### src/rtl/sreg_pkg.sv
// Shared constants and FSM state type for the pixel shift-register readout controller.
package sreg_pkg;
   localparam int SREG_W    = 42;
   localparam int SREG_HALF = 21;
   localparam int CNT_W     = $clog2(SREG_HALF);

   typedef enum logic [1:0] {
      IDLE,
      LOAD,
      SHIFT,
      DRAIN
   } sreg_state_t;
endpackage

### src/rtl/sreg_deser.sv
// Two-lane capture shift registers; word_nxt is the assembled word including the sample
// being taken this cycle, so the final DRAIN sample is visible before it is registered.
module sreg_deser
   import sreg_pkg::*;
#(
   parameter int HALF_W = SREG_HALF
) (
   input  logic                  sclk,
   input  logic                  rst_n,
   input  logic                  clr,
   input  logic                  smp_en,
   input  logic [1:0]            sreg_in,
   output logic [2*HALF_W-1:0]   word_nxt
);
   logic [HALF_W-1:0] lane0, lane1;
   logic [HALF_W-1:0] lane0_nxt, lane1_nxt;

   always_comb begin
      lane0_nxt = lane0;
      lane1_nxt = lane1;
      if (smp_en) begin
         lane0_nxt = {lane0[HALF_W-2:0], sreg_in[0]};
         lane1_nxt = {lane1[HALF_W-2:0], sreg_in[1]};
      end
   end

   assign word_nxt = {lane0_nxt, lane1_nxt};

   always_ff @(posedge sclk) begin
      if (!rst_n || clr) begin
         lane0 <= '0;
         lane1 <= '0;
      end else begin
         lane0 <= lane0_nxt;
         lane1 <= lane1_nxt;
      end
   end
endmodule

### src/rtl/sreg_readout_ctrl.sv
// Drives shift/serial_out for the pixel register, writes a new config into its lower half
// and rebuilds the 42-bit readout; data_valid lands LOAD_CYCLES+HALF_W+2 cycles after start.
module sreg_readout_ctrl
   import sreg_pkg::*;
#(
   parameter int WORD_W      = SREG_W,
   parameter int HALF_W      = SREG_HALF,
   parameter int LOAD_CYCLES = 1
) (
   input  logic              sclk,
   input  logic              rst_n,
   input  logic              start,
   input  logic [HALF_W-1:0] cfg_in,
   output logic              busy,
   output logic              shift,
   output logic              serial_out,
   input  logic [1:0]        sreg_in,
   output logic [WORD_W-1:0] data_out,
   output logic              data_valid
);
   localparam logic [CNT_W-1:0] LOAD_LAST  = CNT_W'(LOAD_CYCLES - 1);
   localparam logic [CNT_W-1:0] SHIFT_LAST = CNT_W'(HALF_W - 1);

   sreg_state_t       state;
   logic [CNT_W-1:0]  cnt;
   logic [HALF_W-1:0] cfg_q;
   logic              cap_clr;
   logic              cap_en;
   logic [WORD_W-1:0] word_nxt;

   // The pair launched by shift cycle k arrives one cycle later, so the first SHIFT cycle
   // has nothing to capture and DRAIN catches the last pair.
   assign cap_clr = (state == IDLE) && start;
   assign cap_en  = ((state == SHIFT) && (cnt != '0)) || (state == DRAIN);

   sreg_deser #(
      .HALF_W (HALF_W)
   ) u_deser (
      .sclk     (sclk),
      .rst_n    (rst_n),
      .clr      (cap_clr),
      .smp_en   (cap_en),
      .sreg_in  (sreg_in),
      .word_nxt (word_nxt)
   );

   always_ff @(posedge sclk) begin
      if (!rst_n) begin
         state      <= IDLE;
         cnt        <= '0;
         cfg_q      <= '0;
         busy       <= 1'b0;
         shift      <= 1'b0;
         serial_out <= 1'b0;
         data_out   <= '0;
         data_valid <= 1'b0;
      end else begin
         data_valid <= 1'b0;
         case (state)
            IDLE: begin
               if (start) begin
                  cfg_q <= cfg_in;
                  cnt   <= '0;
                  busy  <= 1'b1;
                  state <= LOAD;
               end
            end
            LOAD: begin
               if (cnt == LOAD_LAST) begin
                  cnt        <= '0;
                  shift      <= 1'b1;
                  serial_out <= cfg_q[HALF_W-1];
                  cfg_q      <= {cfg_q[HALF_W-2:0], 1'b0};
                  state      <= SHIFT;
               end else begin
                  cnt <= cnt + CNT_W'(1);
               end
            end
            SHIFT: begin
               if (cnt == SHIFT_LAST) begin
                  cnt        <= '0;
                  shift      <= 1'b0;
                  serial_out <= 1'b0;
                  state      <= DRAIN;
               end else begin
                  cnt        <= cnt + CNT_W'(1);
                  serial_out <= cfg_q[HALF_W-1];
                  cfg_q      <= {cfg_q[HALF_W-2:0], 1'b0};
               end
            end
            DRAIN: begin
               busy       <= 1'b0;
               data_valid <= 1'b1;
               data_out   <= word_nxt;
               state      <= IDLE;
            end
            default: state <= IDLE;
         endcase
      end
   end
endmodule

### config.mk
export PLATFORM = sky130hd
export DESIGN_NAME = sreg_readout_ctrl
export DESIGN_NICKNAME = d
export VERILOG_FILES = /design/src/rtl/sreg_pkg.sv /design/src/rtl/sreg_deser.sv /design/src/rtl/sreg_readout_ctrl.sv
export SDC_FILE = /design/constraint.sdc
export NUM_CORES = 1
export LEC_CHECK = 0
export ABC_AREA = 0
export CORE_MARGIN = 2
export CORE_UTILIZATION = 25
export CTS_BUF_LIST = sky130_fd_sc_hd__clkbuf_8
export CTS_CLUSTER_DIAMETER = 50
export DETAILED_ROUTE_END_ITERATION = 8
export PLACE_DENSITY = 0.5
export REMOVE_ABC_BUFFERS = 1
export SETUP_SLACK_MARGIN = 0.5
export SLEW_MARGIN = 20
export SYNTH_ARGS = -nofsm -noshare
export SYNTH_HDL_FRONTEND = slang
export SYNTH_SLANG_ARGS = --single-unit
export TNS_END_PERCENT = 1
### constraint.sdc
create_clock -name sclk -period 2.4 [get_ports sclk]
set_input_delay 0.6 -clock sclk [delete_from_list [all_inputs] [get_ports sclk]]
set_output_delay 0.6 -clock sclk [all_outputs]
set_load 0.01 [all_outputs]
## Word level (Yosys, flattened, before mapping)

Cells that the tools add are included.

- Output and inout port bits: 46
- Bits of input ports: 26
- Flip-flop bits (word level): 116
- Logic and storage cells: 59

- Add/sub/neg operators: 1
- Reduce and logical (&&, ||, !) cells: 17
- Muxes and demuxes: 23
- Eq/ne operators: 8

Operator list:

| cell | count |
|---|---|
| 21-bit two-way mux | 5 |
| 21-bit one-hot mux with 3 select lines | 1 |
| 5-bit two-way mux | 3 |
| 5-bit one-hot mux with 3 select lines | 1 |
| 2-bit one-hot mux with 4 select lines | 1 |
| 1-bit two-way mux | 6 |
| 2-bit two-way mux | 3 |
| 2-bit != test, second input constant | 3 |
| 1-bit one-hot mux with 2 select lines | 3 |
| 2-bit AND reduction | 3 |
| 3-bit AND reduction | 2 |
| 5-bit by 1-bit adder with 5-bit output, second input constant | 1 |
| 5-bit equality test, second input constant | 1 |
| 5-bit zero test | 1 |
| 5-bit nonzero test | 1 |
| 2-bit equality test, second input constant | 2 |
| 4-bit AND reduction | 1 |
| 2-bit nonzero test | 2 |
| 3-bit nonzero test | 1 |
| 2-bit by 1-bit equality test with 1-bit output, second input constant | 1 |
| 1-bit logical AND | 2 |
| 2-bit zero test | 1 |
| 1-bit logical OR | 2 |
| 2-bit by 1-bit != test with 1-bit output, second input constant | 1 |
| 1-bit zero test | 1 |

## Logic depth before layout (Yosys ltp)

- Word-level depth: 4
- Depth in mapped cells: 8
- Mapped depth without buffers: 6

## Cells and area by module

From an unflattened synthesis, not the netlist that was laid out.

- Cell total of the unflattened synthesis: 452
- Area, all modules: 5086.1 um2

By module, submodules not included:

| module | instances | area each (um2) | cells each |
|---|---|---|---|
| sreg_readout_ctrl | 1 | 3281.9 | 316 |
| sreg_deser | 1 | 1804.2 | 136 |

## Least setup slack after synthesis

OpenSTA, ideal clock, no wires.

- Kind: register to register
- Start: register state[0]
- End: register cfg_q[10]
- Slack: 0.551 ns
- Setup time: 0.146 ns
- Period minus slack after synthesis: 1.849 ns
- Stages on the path, launching flop included: 9
- Arrival time: 1.703 ns
- Path buffers: 2
- Cell sequence: dfxtp_1 inv_1 ha_1 nor2b_1 clkbuf_1 a211oi_4 and2_4 buf_6 a211oi_2

- Longest elaborated chain between the ends: 3
- Elaborated cells between the ends (all ways): 9
- Those cells by class: eq/ne: 5; mux: 1; reduce/logical: 3

Ends and longest elaborated chain:

| what | line | text |
|---|---|---|
| start, declared | sreg_readout_ctrl.sv:24 | `sreg_state_t state;` |
| start signal, assigned | sreg_readout_ctrl.sv:49 | `state <= IDLE;` |
| start signal, assigned | sreg_readout_ctrl.sv:65 | `state <= LOAD;` |
| start signal, assigned | sreg_readout_ctrl.sv:74 | `state <= SHIFT;` |
| 2-bit equality test (tied with other cells) | sreg_readout_ctrl.sv:59 | `case (state)` |
| 2-bit != test (no source line) or 3-bit nonzero test (tied branches) | -- |  |
| 4-bit AND reduction (no source line) | -- |  |
| end signal, assigned | sreg_readout_ctrl.sv:62 | `cfg_q <= cfg_in;` |
| end signal, assigned | sreg_readout_ctrl.sv:73 | `cfg_q <= {cfg_q[HALF_W-2:0], 1'b0};` |
| end signal, assigned | sreg_readout_ctrl.sv:88 | `cfg_q <= {cfg_q[HALF_W-2:0], 1'b0};` |
| end, declared | sreg_readout_ctrl.sv:26 | `logic [HALF_W-1:0] cfg_q;` |

Several ways; a longest one is shown, not always the timed one.
A chain may end at the register's enable or synchronous reset.

## Final worst setup path

- Start: register cnt[0]
- End: register u_deser.lane0[8]

- Longest elaborated chain between the ends: 4

Ends and longest elaborated chain:

| what | line | text |
|---|---|---|
| start, declared | sreg_readout_ctrl.sv:25 | `logic [CNT_W-1:0] cnt;` |
| start signal, assigned | sreg_readout_ctrl.sv:76 | `cnt <= cnt + CNT_W'(1);` |
| start signal, assigned | sreg_readout_ctrl.sv:86 | `cnt <= cnt + CNT_W'(1);` |
| 5-bit nonzero test | sreg_readout_ctrl.sv:34 | `assign cap_en = ((state == SHIFT) && (cnt != '0)) \|\| (state == DRAIN);` |
| 1-bit logical AND | sreg_readout_ctrl.sv:34 |  |
| 1-bit logical OR | sreg_readout_ctrl.sv:34 |  |
| 21-bit two-way mux | sreg_deser.sv:21 | `if (smp_en) begin` |
| end signal, assigned | sreg_deser.sv:34 | `lane0 <= lane0_nxt;` |
| end, declared | sreg_deser.sv:15 | `logic [HALF_W-1:0] lane0, lane1;` |

No other way between the ends.

==> flow_metrics.py <==
metrics = {
    "final_layout": {
        "area_growth_pct": 30.5,
        "fin_cells": 809,
        "drive_gt1_share_pct": 14.4,
        "insertedDiodeCount": 0,
        "fin_nets": 595,
        "n_fill_cell": 1896,
        "final_util_pct": 33.0,
        "mostFrequentLayoutCell": "dfxtp_1",
        "final_area_sq_um": 6110,
        "layout_common_cells": "dfxtp_1, nand2_1, clkdlybuf4s50_1",
    },
    "die": {
        "core_area_sq_um": 18500,
        "die_area_sq_um": 19800,
        "boundaryPins": 72,
        "die_h_um": 141,
        "rows": 50,
        "initial_core_util_pct": 25.3,
        "die_x_um": 141,
    },
    "routing": {
        "drc_errors": 0,
        "wl_per_cell_um": 13.5,
        "via_per_inst": 4.47,
        "via_count": 3614,
        "ant_nets": 0,
        "dr.pass1.iters": 4,
        "drt_iter0_drc": 165,
        "wirelength_um": 10900,
    },
    "clock_tree": {
        "tritoncts": "built",
        "cts_made_buffers": 17,
        "root_buffer": "clkbuf_8",
        "cts_hold_buf": 0,
        "clkTransAtPathRegs_ps": 70,
        "cts_num_sinks": 114,
        "htree_levels": 4,
        "cts_buffer_depth": 2,
        "clkLatencyLatePin_ps": 430,
    },
    "placed_design": {
        "dpl-instance-area_sq_um": 5600,
        "dp_hpwl_um": 6800,
        "dp_slack_ps": 134,
        "port_buffers": 71,
        "placed_cells": 773,
        "routabilityCongestion": 0.756,
    },
    "yosys": {
        "seq_area_frac_synth_pct": 48.8,
        "yosysUniqueCellTypes": 40,
        "syn_avg_cell_area_sq_um": 9.53,
        "netlist_instances": 491,
        "ys_warn_count": 0,
        "ys_ff_latch": 114,
        "syn_area_sq_um": 4680,
    },
    "sta": {
        "rsz0062_at_grt": "yes",
        "worst_pin_slew_ps": 424,
        "final-hold-violation-count": 0,
        "max_freq_mhz": 508,
        "setup_ws_ps": 431,
        "finalHoldWorstSlack_ps": 455,
        "setup_violations": 0,
        "slew_viol_final": 0,
        "min_period_over_period_pct": 82.0,
        "period_minus_slack_ps": 1970,
        "max-slew-margin-rel_pct": 71.7,
        "tns_ps": 0,
        "finalClockSkew_ps": 10.1,
    },
    "hold_path": {
        "hold_path_depth": 2,
        "min_path_type": "flip-flop to flip-flop",
    },
    "global_route": {
        "overflow": 0,
        "grt_pass1_vias": 3406,
        "grt_max_degree": 41,
        "grt_pass1_wl_um": 17400,
        "grt_util_all_layers_pct": 11.3,
        "antenna_found_initial": 0,
    },
    "setup_path": {
        "crit_chain": "inv_1 > ha_1 > or4b_4 > a21o_2 > buf_12 > nand2_1 > a21oi_1",
        "critical_path_depth": 7,
        "critPathRequiredTime_ps": 2720,
        "cp_max_fo": 30,
        "cp_slowest_cell": "or4b_4",
        "cp_top_family": "simple AND/OR/NAND/NOR gates",
        "crit_type": "flip-flop to flip-flop",
        "arrival_ps": 2290,
        "critPathLaunchType": "flip-flop",
        "cp_num_buf_inv": 2,
        "reg2reg_depth": 7,
        "endpoint_kind": "flip-flop",
        "max_stage_delay_ps": 530,
    },
    "outcome": {
        "status": "finished clean",
    },
    "job": {
        "cap_violations": 0,
    },
    "power_and_ir_drop": {
        "ir_worst_vdd_mv": 0.429,
        "finalPower_mw": 5.96,
        "p_per_area_nw_per_um2": 976,
        "p_leak_nw": 2.10,
    },
}
routing by layer:
metal	global-route usage [%]	wire, um
met1	14.1	5140
met4	4.42	150
met2	17.5	5000
met5	0	0
met3	4.35	592
power breakdown:
group / total, mW / leakage [nW] / internal (mW) / switching (mW)
clock: 2.00 / 0.215 / 1.18 / 0.817
combinational: 1.77 / 0.960 / 0.804 / 0.966
sequential: 2.19 / 0.925 / 2.08 / 0.113
total: 5.96 / 2.10 / 4.07 / 1.90
cells in the mapped netlist (all sizes together):
cell type  instances  area (sq um)
o22ai              1          6.26
mux2i             63           631
o211ai             2          15.0
nand4              2          12.5
nor4               2          12.5
or2                1          6.26
dfxtp            114          2280
or4b               1          13.8
inv                5          18.8
and4b              2          20.0
ha                 7          87.6
o21ai              5          25.0
nor4b              1          8.76
nand2             91           342
a21o               1          7.51
a21boi             1          7.51
nand3              4          20.0
nor3               1          5.00
and3b              1          8.76
buf               22           190
a21bo              1          10.0
o221a              1          11.3
or3b               1          11.3
o21a               1          7.51
clkbuf            15          56.3
o32ai              1          8.76
and2               4          27.5
a31oi              1          6.26
nor2b              3          18.8
o211a              1          10.0
nor2              47           176
a211oi            21           270
a21oi             67           347
final cells by class:
class / instances / area (sq um) / area share, %
repair buffers: 88 / 906 / 14.8
flip-flops and latches: 114 / 2280 / 37.4
clock buffers: 19 / 262 / 4.28
multi-input cells: 336 / 2160 / 35.4
inverters: 5 / 18.8 / 0.307
well taps: 234 / 293 / 4.79
clock inverters: 13 / 185 / 3.03
timing repair:
item	CTS	global route
cloned	0	2
setup endpoints to repair	98	110
pin swaps	0	2
setup buffers	0	2
resized for setup	4	5
sequential cells by signal, summed over array words and instances (netlist names):
name and cells:
busy 1, cfg_q 21, cnt 5, data_out 42, data_valid 1, serial_out 1, shift 1, state 2
u_deser.lane0 20, u_deser.lane1 20
tightest hold or removal path, cell delays in order, from the launching register on:
cell	delay [ps]
dfxtp_1	310
nand2_1	50
a21oi_1	50
cell families (layout without fill, tap and decap cells):
group	Yosys count	after routing	share of synthesized area [%]
simple gates	161	162	14.6
flops	114	114	48.8
mux	63	63	13.5
fa+ha+maj	7	7	1.87
buf+inv	42	125	5.67
compound gates	104	104	15.6
worst paths after layout:
kind | startpoint | to | slack (ps)
setup / recovery | cnt[0] | u_deser.lane0[8] | 430
hold / removal | u_deser.lane0[19] | u_deser.lane0[19] | 460
setup reg to reg | cnt[0] | u_deser.lane0[8] | 430
hold reg to reg | u_deser.lane0[19] | u_deser.lane0[19] | 460
(Power assumes the default switching activity.)
